<file path="src/rtl/rob_ss.sv">
// rob_ss: reorder buffer with multi-wide dispatch/retire, multi-port completion
// and branch rollback. Defining ROB_SS_DEBUG_EN adds dbg_head, dbg_tail,
// dbg_valid and dbg_complete ports exposing internal state.
module rob_ss #(
    parameter  int unsigned NUM_ROB   = 32,
    parameter  int unsigned WAY       = 2,
    parameter  int unsigned CDB_PORTS = 2,
    parameter  int unsigned PR_W      = 6,
    parameter  int unsigned AR_W      = 5,
    localparam int unsigned IDX_W     = $clog2(NUM_ROB)
) (
    input  logic                       clock,
    input  logic                       reset,
    input  logic                       en,
    input  logic [WAY-1:0]             dispatch_valid,
    input  logic [WAY*PR_W-1:0]        dispatch_T,
    input  logic [WAY*PR_W-1:0]        dispatch_Told,
    input  logic [WAY*AR_W-1:0]        dispatch_dest,
    input  logic [WAY-1:0]             dispatch_halt,
    output logic                       dispatch_ready,
    output logic [WAY*IDX_W-1:0]       dispatch_idx,
    input  logic [CDB_PORTS-1:0]       complete_en,
    input  logic [CDB_PORTS*IDX_W-1:0] complete_idx,
    input  logic                       rollback_en,
    input  logic [IDX_W-1:0]           rollback_idx,
    output logic [WAY-1:0]             retire_valid,
    output logic [WAY*PR_W-1:0]        retire_T,
    output logic [WAY*PR_W-1:0]        retire_Told,
    output logic [WAY*AR_W-1:0]        retire_dest,
    output logic                       halt_out,
    output logic [IDX_W:0]             count
`ifdef ROB_SS_DEBUG_EN
    ,
    output logic [IDX_W-1:0]           dbg_head,
    output logic [IDX_W-1:0]           dbg_tail,
    output logic [NUM_ROB-1:0]         dbg_valid,
    output logic [NUM_ROB-1:0]         dbg_complete
`endif
);

    typedef enum logic [0:0] {
        RUN     = 1'b0,
        RECOVER = 1'b1
    } state_t;

    typedef struct packed {
        logic            halt;
        logic [AR_W-1:0] dest;
        logic [PR_W-1:0] told;
        logic [PR_W-1:0] t;
    } entry_t;

    state_t             state_q, state_d;
    logic [IDX_W-1:0]   rb_q, rb_d;
    logic [IDX_W-1:0]   head_q, head_d;
    logic [IDX_W-1:0]   tail_q, tail_d;
    logic [IDX_W:0]     count_q, count_d;
    logic [NUM_ROB-1:0] valid_q, valid_d;
    logic [NUM_ROB-1:0] complete_q, complete_d;
    entry_t             ent_q [NUM_ROB];

    logic [IDX_W-1:0]   ret_idx  [WAY];
    logic [IDX_W-1:0]   disp_idx [WAY];
    logic [IDX_W:0]     ret_cnt;
    logic [IDX_W:0]     disp_cnt;
    logic [IDX_W:0]     free_slots;
    logic [IDX_W-1:0]   age_rb;
    logic [IDX_W:0]     rb_span;
    logic               ret_hits_rb;
    logic               rb_accept;
    logic               disp_fire;
    logic               run_ok;

    assign count      = count_q;
    assign free_slots = (IDX_W+1)'(NUM_ROB) - count_q;
    assign rb_accept  = en && rollback_en && valid_q[rollback_idx];
    assign disp_fire  = en && dispatch_ready;
    assign age_rb     = rollback_idx - head_q;
    assign rb_span    = (IDX_W+1)'(age_rb) + (IDX_W+1)'(1);

    // Slot index generation for retire and dispatch, plus dispatch popcount.
    always_comb begin
        dispatch_idx = '0;
        disp_cnt     = '0;
        for (int k = 0; k < WAY; k++) begin
            ret_idx[k]  = head_q + IDX_W'(k);
            disp_idx[k] = tail_q + IDX_W'(k);
            dispatch_idx[k*IDX_W +: IDX_W] = disp_idx[k];
            if (dispatch_valid[k]) begin
                disp_cnt = disp_cnt + (IDX_W+1)'(1);
            end
        end
    end

    // In-order retire selection from registered state; a halt stops younger slots.
    always_comb begin
        retire_valid = '0;
        retire_T     = '0;
        retire_Told  = '0;
        retire_dest  = '0;
        halt_out     = 1'b0;
        ret_cnt      = '0;
        ret_hits_rb  = 1'b0;
        run_ok       = 1'b1;
        for (int k = 0; k < WAY; k++) begin
            run_ok = run_ok && valid_q[ret_idx[k]] && complete_q[ret_idx[k]];
            if (run_ok) begin
                retire_valid[k]                = 1'b1;
                retire_T[k*PR_W +: PR_W]       = ent_q[ret_idx[k]].t;
                retire_Told[k*PR_W +: PR_W]    = ent_q[ret_idx[k]].told;
                retire_dest[k*AR_W +: AR_W]    = ent_q[ret_idx[k]].dest;
                ret_cnt                        = ret_cnt + (IDX_W+1)'(1);
                if (ret_idx[k] == rb_q) begin
                    ret_hits_rb = 1'b1;
                end
                if (ent_q[ret_idx[k]].halt) begin
                    halt_out = 1'b1;
                    run_ok   = 1'b0;
                end
            end
        end
    end

    // Next buffer state: completion, dispatch, retire, then rollback flush.
    always_comb begin
        valid_d    = valid_q;
        complete_d = complete_q;
        head_d     = head_q;
        tail_d     = tail_q;
        count_d    = count_q;
        if (en) begin
            for (int p = 0; p < CDB_PORTS; p++) begin
                if (complete_en[p] && valid_q[complete_idx[p*IDX_W +: IDX_W]]) begin
                    complete_d[complete_idx[p*IDX_W +: IDX_W]] = 1'b1;
                end
            end
            if (disp_fire) begin
                for (int k = 0; k < WAY; k++) begin
                    if (dispatch_valid[k]) begin
                        valid_d[disp_idx[k]]    = 1'b1;
                        complete_d[disp_idx[k]] = 1'b0;
                    end
                end
                tail_d = tail_q + IDX_W'(disp_cnt);
            end
            for (int k = 0; k < WAY; k++) begin
                if (retire_valid[k]) begin
                    valid_d[ret_idx[k]]    = 1'b0;
                    complete_d[ret_idx[k]] = 1'b0;
                end
            end
            head_d = head_q + IDX_W'(ret_cnt);
            if (rb_accept) begin
                // Anything older than or equal to the branch (by age from head) survives.
                for (int i = 0; i < NUM_ROB; i++) begin
                    if (IDX_W'(IDX_W'(i) - head_q) > age_rb) begin
                        valid_d[i]    = 1'b0;
                        complete_d[i] = 1'b0;
                    end
                end
                if (ret_cnt >= rb_span) begin
                    count_d = '0;
                    tail_d  = head_d;
                end else begin
                    count_d = rb_span - ret_cnt;
                    tail_d  = rollback_idx + IDX_W'(1);
                end
            end else begin
                count_d = count_q + (disp_fire ? disp_cnt : '0) - ret_cnt;
            end
        end
    end

    // FSM state register.
    always_ff @(posedge clock) begin
        if (reset) begin
            state_q <= RUN;
            rb_q    <= '0;
        end else begin
            state_q <= state_d;
            rb_q    <= rb_d;
        end
    end

    // FSM next state: enter RECOVER on rollback, leave when the branch retires or buffer empties.
    always_comb begin
        state_d = state_q;
        rb_d    = rb_q;
        if (en) begin
            if (rb_accept) begin
                state_d = RECOVER;
                rb_d    = rollback_idx;
            end else if (state_q == RECOVER && (ret_hits_rb || count_q == '0)) begin
                state_d = RUN;
            end
        end
    end

    // FSM output: dispatch allowed only with room for a full group and no recovery pending.
    always_comb begin
        dispatch_ready = 1'b0;
        if (state_q == RUN && free_slots >= (IDX_W+1)'(WAY) && !rollback_en) begin
            dispatch_ready = 1'b1;
        end
    end

    // Buffer pointers, flags and entry payload storage.
    always_ff @(posedge clock) begin
        if (reset) begin
            head_q     <= '0;
            tail_q     <= '0;
            count_q    <= '0;
            valid_q    <= '0;
            complete_q <= '0;
            for (int i = 0; i < NUM_ROB; i++) begin
                ent_q[i] <= '0;
            end
        end else begin
            head_q     <= head_d;
            tail_q     <= tail_d;
            count_q    <= count_d;
            valid_q    <= valid_d;
            complete_q <= complete_d;
            if (disp_fire) begin
                for (int k = 0; k < WAY; k++) begin
                    if (dispatch_valid[k]) begin
                        ent_q[disp_idx[k]] <= '{halt: dispatch_halt[k],
                                                dest: dispatch_dest[k*AR_W +: AR_W],
                                                told: dispatch_Told[k*PR_W +: PR_W],
                                                t:    dispatch_T[k*PR_W +: PR_W]};
                    end
                end
            end
        end
    end

`ifdef ROB_SS_DEBUG_EN
    assign dbg_head     = head_q;
    assign dbg_tail     = tail_q;
    assign dbg_valid    = valid_q;
    assign dbg_complete = complete_q;
`endif

endmodule

</file>
<file path="config.mk">
export PLATFORM = sky130hd
export DESIGN_NAME = rob_ss
export DESIGN_NICKNAME = d
export VERILOG_FILES = /design/src/rtl/rob_ss.sv
export SDC_FILE = /design/constraint.sdc
export NUM_CORES = 2
export LEC_CHECK = 0
export CORE_MARGIN = 2
export CORE_UTILIZATION = 25
export DETAILED_ROUTE_END_ITERATION = 12
export GPL_TIMING_DRIVEN = 0
export PLACE_DENSITY = 0.41
export SYNTH_ARGS = -nofsm -noshare
export SYNTH_HDL_FRONTEND = slang
export SYNTH_SLANG_ARGS = --single-unit
</file>
<file path="constraint.sdc">
create_clock -name clock -period 14.65 [get_ports clock]
set_clock_uncertainty 0.1 [all_clocks]
set_input_delay 2.93 -clock clock [delete_from_list [all_inputs] [get_ports clock]]
set_output_delay 2.93 -clock clock [all_outputs]
set_load 0.01 [all_outputs]
</file>
==> metrics.md <==
| Metric | Value |
|---|---|
| Hold EP | complete_q[14]$_SDFFE_PP0P_ |
| Period minus WS final | 12.54 ns |
| Area Growth Syn to Fin | 16.7% |
| Port bufs | 104 |
| Post-Synthesis Cells | 3390 |
| Initial antenna violation count | 2 |
| I/O pins | 113 |
| Final Max Slew Viols | 10 |
| Total setup buffers inserted after CTS | 0 |
| Clk_lat worst skew | 0.69 ns |
| Placer Congestion | 0.972 |
| Cell area power density | 98.0 mW/mm^2 |
| Post-Synthesis Cell Area | 0.0430 sq mm |
| Synth Flop Type | edfxtp_1 |
| Highest cell delay on the worst timing path | 1.07 ns |
| Hold Vio Cnt, Final | 0 |
| Chip Width | 419 um |
| Synth cell types | 79 |
| Flop2flop setup slack | 6.60 ns |
| CP startpoint | head_q[1]$_SDFFE_PP0P_ |
| Die area | 0.175 sq mm |
| Post-DP HPWL | 169 mm |
| Crit Path Class | reg -> out |
| Avg Inst Size Synth | 12.7 sq um |
| Vias in the first global route | 34400 |
| Hold Path Cell Cnt | 2 |
| Reg-to-reg endpoint | tail_q[3]$_SDFFE_PP0P_ |
| DRC viols | 0 |
| CP delay by family, top | buffers and inverters |
| Hold-fix buffers, CTS | 0 |
| Inserted Clock Buffers | 79 |
| Outcome | complete, but fails checks |
| DRT Wirelength | 216 mm |
| R2R cell count | 20 |
| Max Cap Viol | 3 |
| TritonCTS clock tree | yes |
| #FFs+latches synth | 667 |
| Pin count of the biggest net entering global routing | 35 |
| DR pass1 iterations | 6 |
| Rows | 152 |
| Nets@finish | 3787 |
| Cts repair resizes | 0 |
| H-tree depth | 3 |
| Synthesized Nets | 3569 |
| Worst-path clk slew | 0.06 ns |
| Clk root buf | clkbuf_16 |
| P_leak | 16.4 nW |
| YS warnings | 0 |
| Post-synth ARST share | 0% |
| EDFF count, synth | 576 |
| Share of cells above drive strength 1 | 18.0% |
| WP data required | 11.62 ns |
| CP Cell Sequence | clkbuf_1 -> inv_1 -> ha_1 -> buf_2 -> buf_2 -> buf_1 -> buf_2 -> buf_1 -> mux4_2 -> o22ai_1 -> nor4_1 -> clkdlybuf4s50_1 |
| CORE AREA | 0.171 sq mm |
| CP dominant cell by count | buf_2 |
| FF-to-FF Start | head_q[1]$_SDFFE_PP0P_ |
| Gr ovfl total | 0 |
| Total number of vias | 35400 |
| Fill cell count | 17600 |
| Pwr Total | 4.92 mW |
| First-pass GRT wire length | 293 mm |
| FF+latch area | 0.0191 sq mm |
| VDD IR-drop max | 0.0000794 V |
| CP Capture Type | primary output |
| Buf+Inv Stages, Crit Path | 8 |
| Clk sinks | 667 |
| Die Y | 419 um |
| Starting density of the core | 25.1% |
| Final Setup Violations | 0 |
| Multi-input logic area | 0.0223 sq mm |
| Crit path max-delay cell type | buf_1 |
| CP max FO | 12 |
| Slew HR | -2.37% |
| RSZ-0062 raised after global routing | no |
| Hold Crit Class | reg -> reg |
| CTS Buffer Depth | 3 |
| Vias per inst | 5.92 |
| Final setup TNS | 0 ns |
| Arr. time, crit path | 9.51 ns |
| Maximum clock frequency | 0.0798 GHz |
| Failing checks | capacitance limit, slew limit |
| Final period utilization | 85.6% |
| Drt wl/cell | 36.1 um |
| GR Util All Layers | 24.1% |
| Setup crit start kind | flop |
| Slew of the pin with the lowest slew margin | 1.52 ns |
| Post-synthesis sequential area ratio | 44.4% |
| Hold path start | complete_q[14]$_SDFFE_PP0P_ |
| Drt initial violations | 3979 |
| DRT antenna net count | 0 |
==> worst min-delay path: stages (launching register included) <==
cell and delay [ns]:
dfxtp_1 0.33, nand2_1 0.06, o41ai_1 0.05
==> layer usage <==
| metal | global-route usage, % | share of wire [%] | vias up |
|---|---|---|---|
| li1 | - | - | 14400 |
| met1 | 30.3 | 40 | 18600 |
| met2 | 39.5 | 47 | 1855 |
| met3 | 3.24 | 6.1 | 471 |
| met4 | 14.6 | 7.3 | 2 |
| met5 | 0.0278 | 0.0032 | - |
==> sequential cells by signal, indices dropped and copies added (netlist names), named ones only <==
signal	flops
complete_q	32
head_q	5
valid_q	32
ent_q	576
rb_q	5
tail_q	5
count	6
state_q	1
==> logic make-up (layout without fill, tap and decap cells) <==
family                     count (synthesis)  in the layout  share of synthesized area, %
AOI/OAI and AO/OA                       1063           1063                          20.1
xor gates and xnor gates                  57             57                          1.22
adders and majority gates                120            120                          3.59
buffers and inverters                    475            752                          4.32
DFF                                      667            667                          44.4
muxes                                    398            398                          19.6
other                                      0              3                             0
and+or+nand+nor                          610            610                          6.74
==> cell type report <==
| class | instances | share of cell area [%] |
|---|---|---|
| Sequential cell | 667 | 38.1 |
| Multi-Input combinational cell | 2248 | 44.5 |
| Clock inverter | 38 | 0.688 |
| Inverter | 108 | 0.812 |
| Buffer | 367 | 2.92 |
| Tap cell | 2310 | 5.76 |
| Clock buffer | 102 | 4.27 |
| Timing Repair Buffer | 137 | 2.98 |
| Antenna cell | 3 | 0.0149 |
==> synthesized netlist by cell type, types with 42 or more instances <==
cell	instances	area share, %
a22o_1	586	12
edfxtp_1	576	40
mux4_2	355	19
clkbuf_1	278	2.4
nand2_1	184	1.6
nor2_1	156	1.4
ha_1	114	3.3
inv_1	100	0.87
dfxtp_1	91	4.2
nor3_1	80	0.93
o21ai_0	79	0.92
a21oi_1	61	0.71
nand3_1	59	0.69
buf_2	53	0.62
xnor2_1	42	0.85
==> layout by cell type (no fill, tap or decap), types with 19 or more instances in the layout <==
cell / netlist / routed
a22o_1: 586 / 586
edfxtp_1: 576 / 576
mux4_2: 355 / 355
clkbuf_1: 278 / 290
nand2_1: 184 / 184
nor2_1: 156 / 156
ha_1: 114 / 114
clkdlybuf4s50_1: 0 / 104
inv_1: 100 / 100
dfxtp_1: 91 / 91
clkbuf_16: 0 / 80
buf_2: 53 / 61
a21oi_1: 61 / 61
nand3_1: 59 / 59
o21ai_0: 79 / 58
nor3_1: 80 / 58
xnor2_1: 42 / 42
o22ai_1: 39 / 39
mux2i_1: 35 / 35
nor3_2: 12 / 34
a211oi_1: 31 / 31
buf_1: 35 / 29
a221oi_1: 23 / 23
o211ai_1: 22 / 22
o21a_1: 22 / 22
clkinv_1: 4 / 21
and3_1: 19 / 19
o22a_1: 19 / 19
==> worst max-delay path by stage <==
| stage | end | slack [ns] | cells past startpoint |
|---|---|---|---|
| after CTS | retire_T[7] | 2.18 | 12 |
| after global placement | retire_T[9] | 2.56 | 12 |
| after detailed placement | retire_T[7] | 2.91 | 12 |
| final | retire_dest[6] | 2.11 | 12 |
| after floorplan | retire_Told[10] | 7.86 | 11 |
| after global routing | retire_Told[10] | 2.03 | 12 |
==> through the flow <==
| stage | hold slack (ns) | util [%] | cell area, sq um | instances | setup slack (ns) |
|---|---|---|---|---|---|
| finish | 0.383 | 29.3 | 50200 | 5980 | 2.11 |
| global route | 0.408 | 29.3 | 50200 | 5977 | 2.03 |
| CTS | 0.383 | 29.2 | 50100 | 5972 | 2.18 |
| detailed placement | 0.373 | 27.8 | 47600 | 5832 | 2.91 |
| global placement | 0.361 | 27.4 | 47000 | 5804 | 2.56 |
| floorplan | 0.342 | - | 43000 | 3390 | 7.86 |
==> report_power, final <==
part / internal, mW / switching, mW
clock: 1.08 / 0.911
combinational: 0.256 / 0.496
sequential: 2.13 / 0.0519
(Power assumes the default switching activity.)
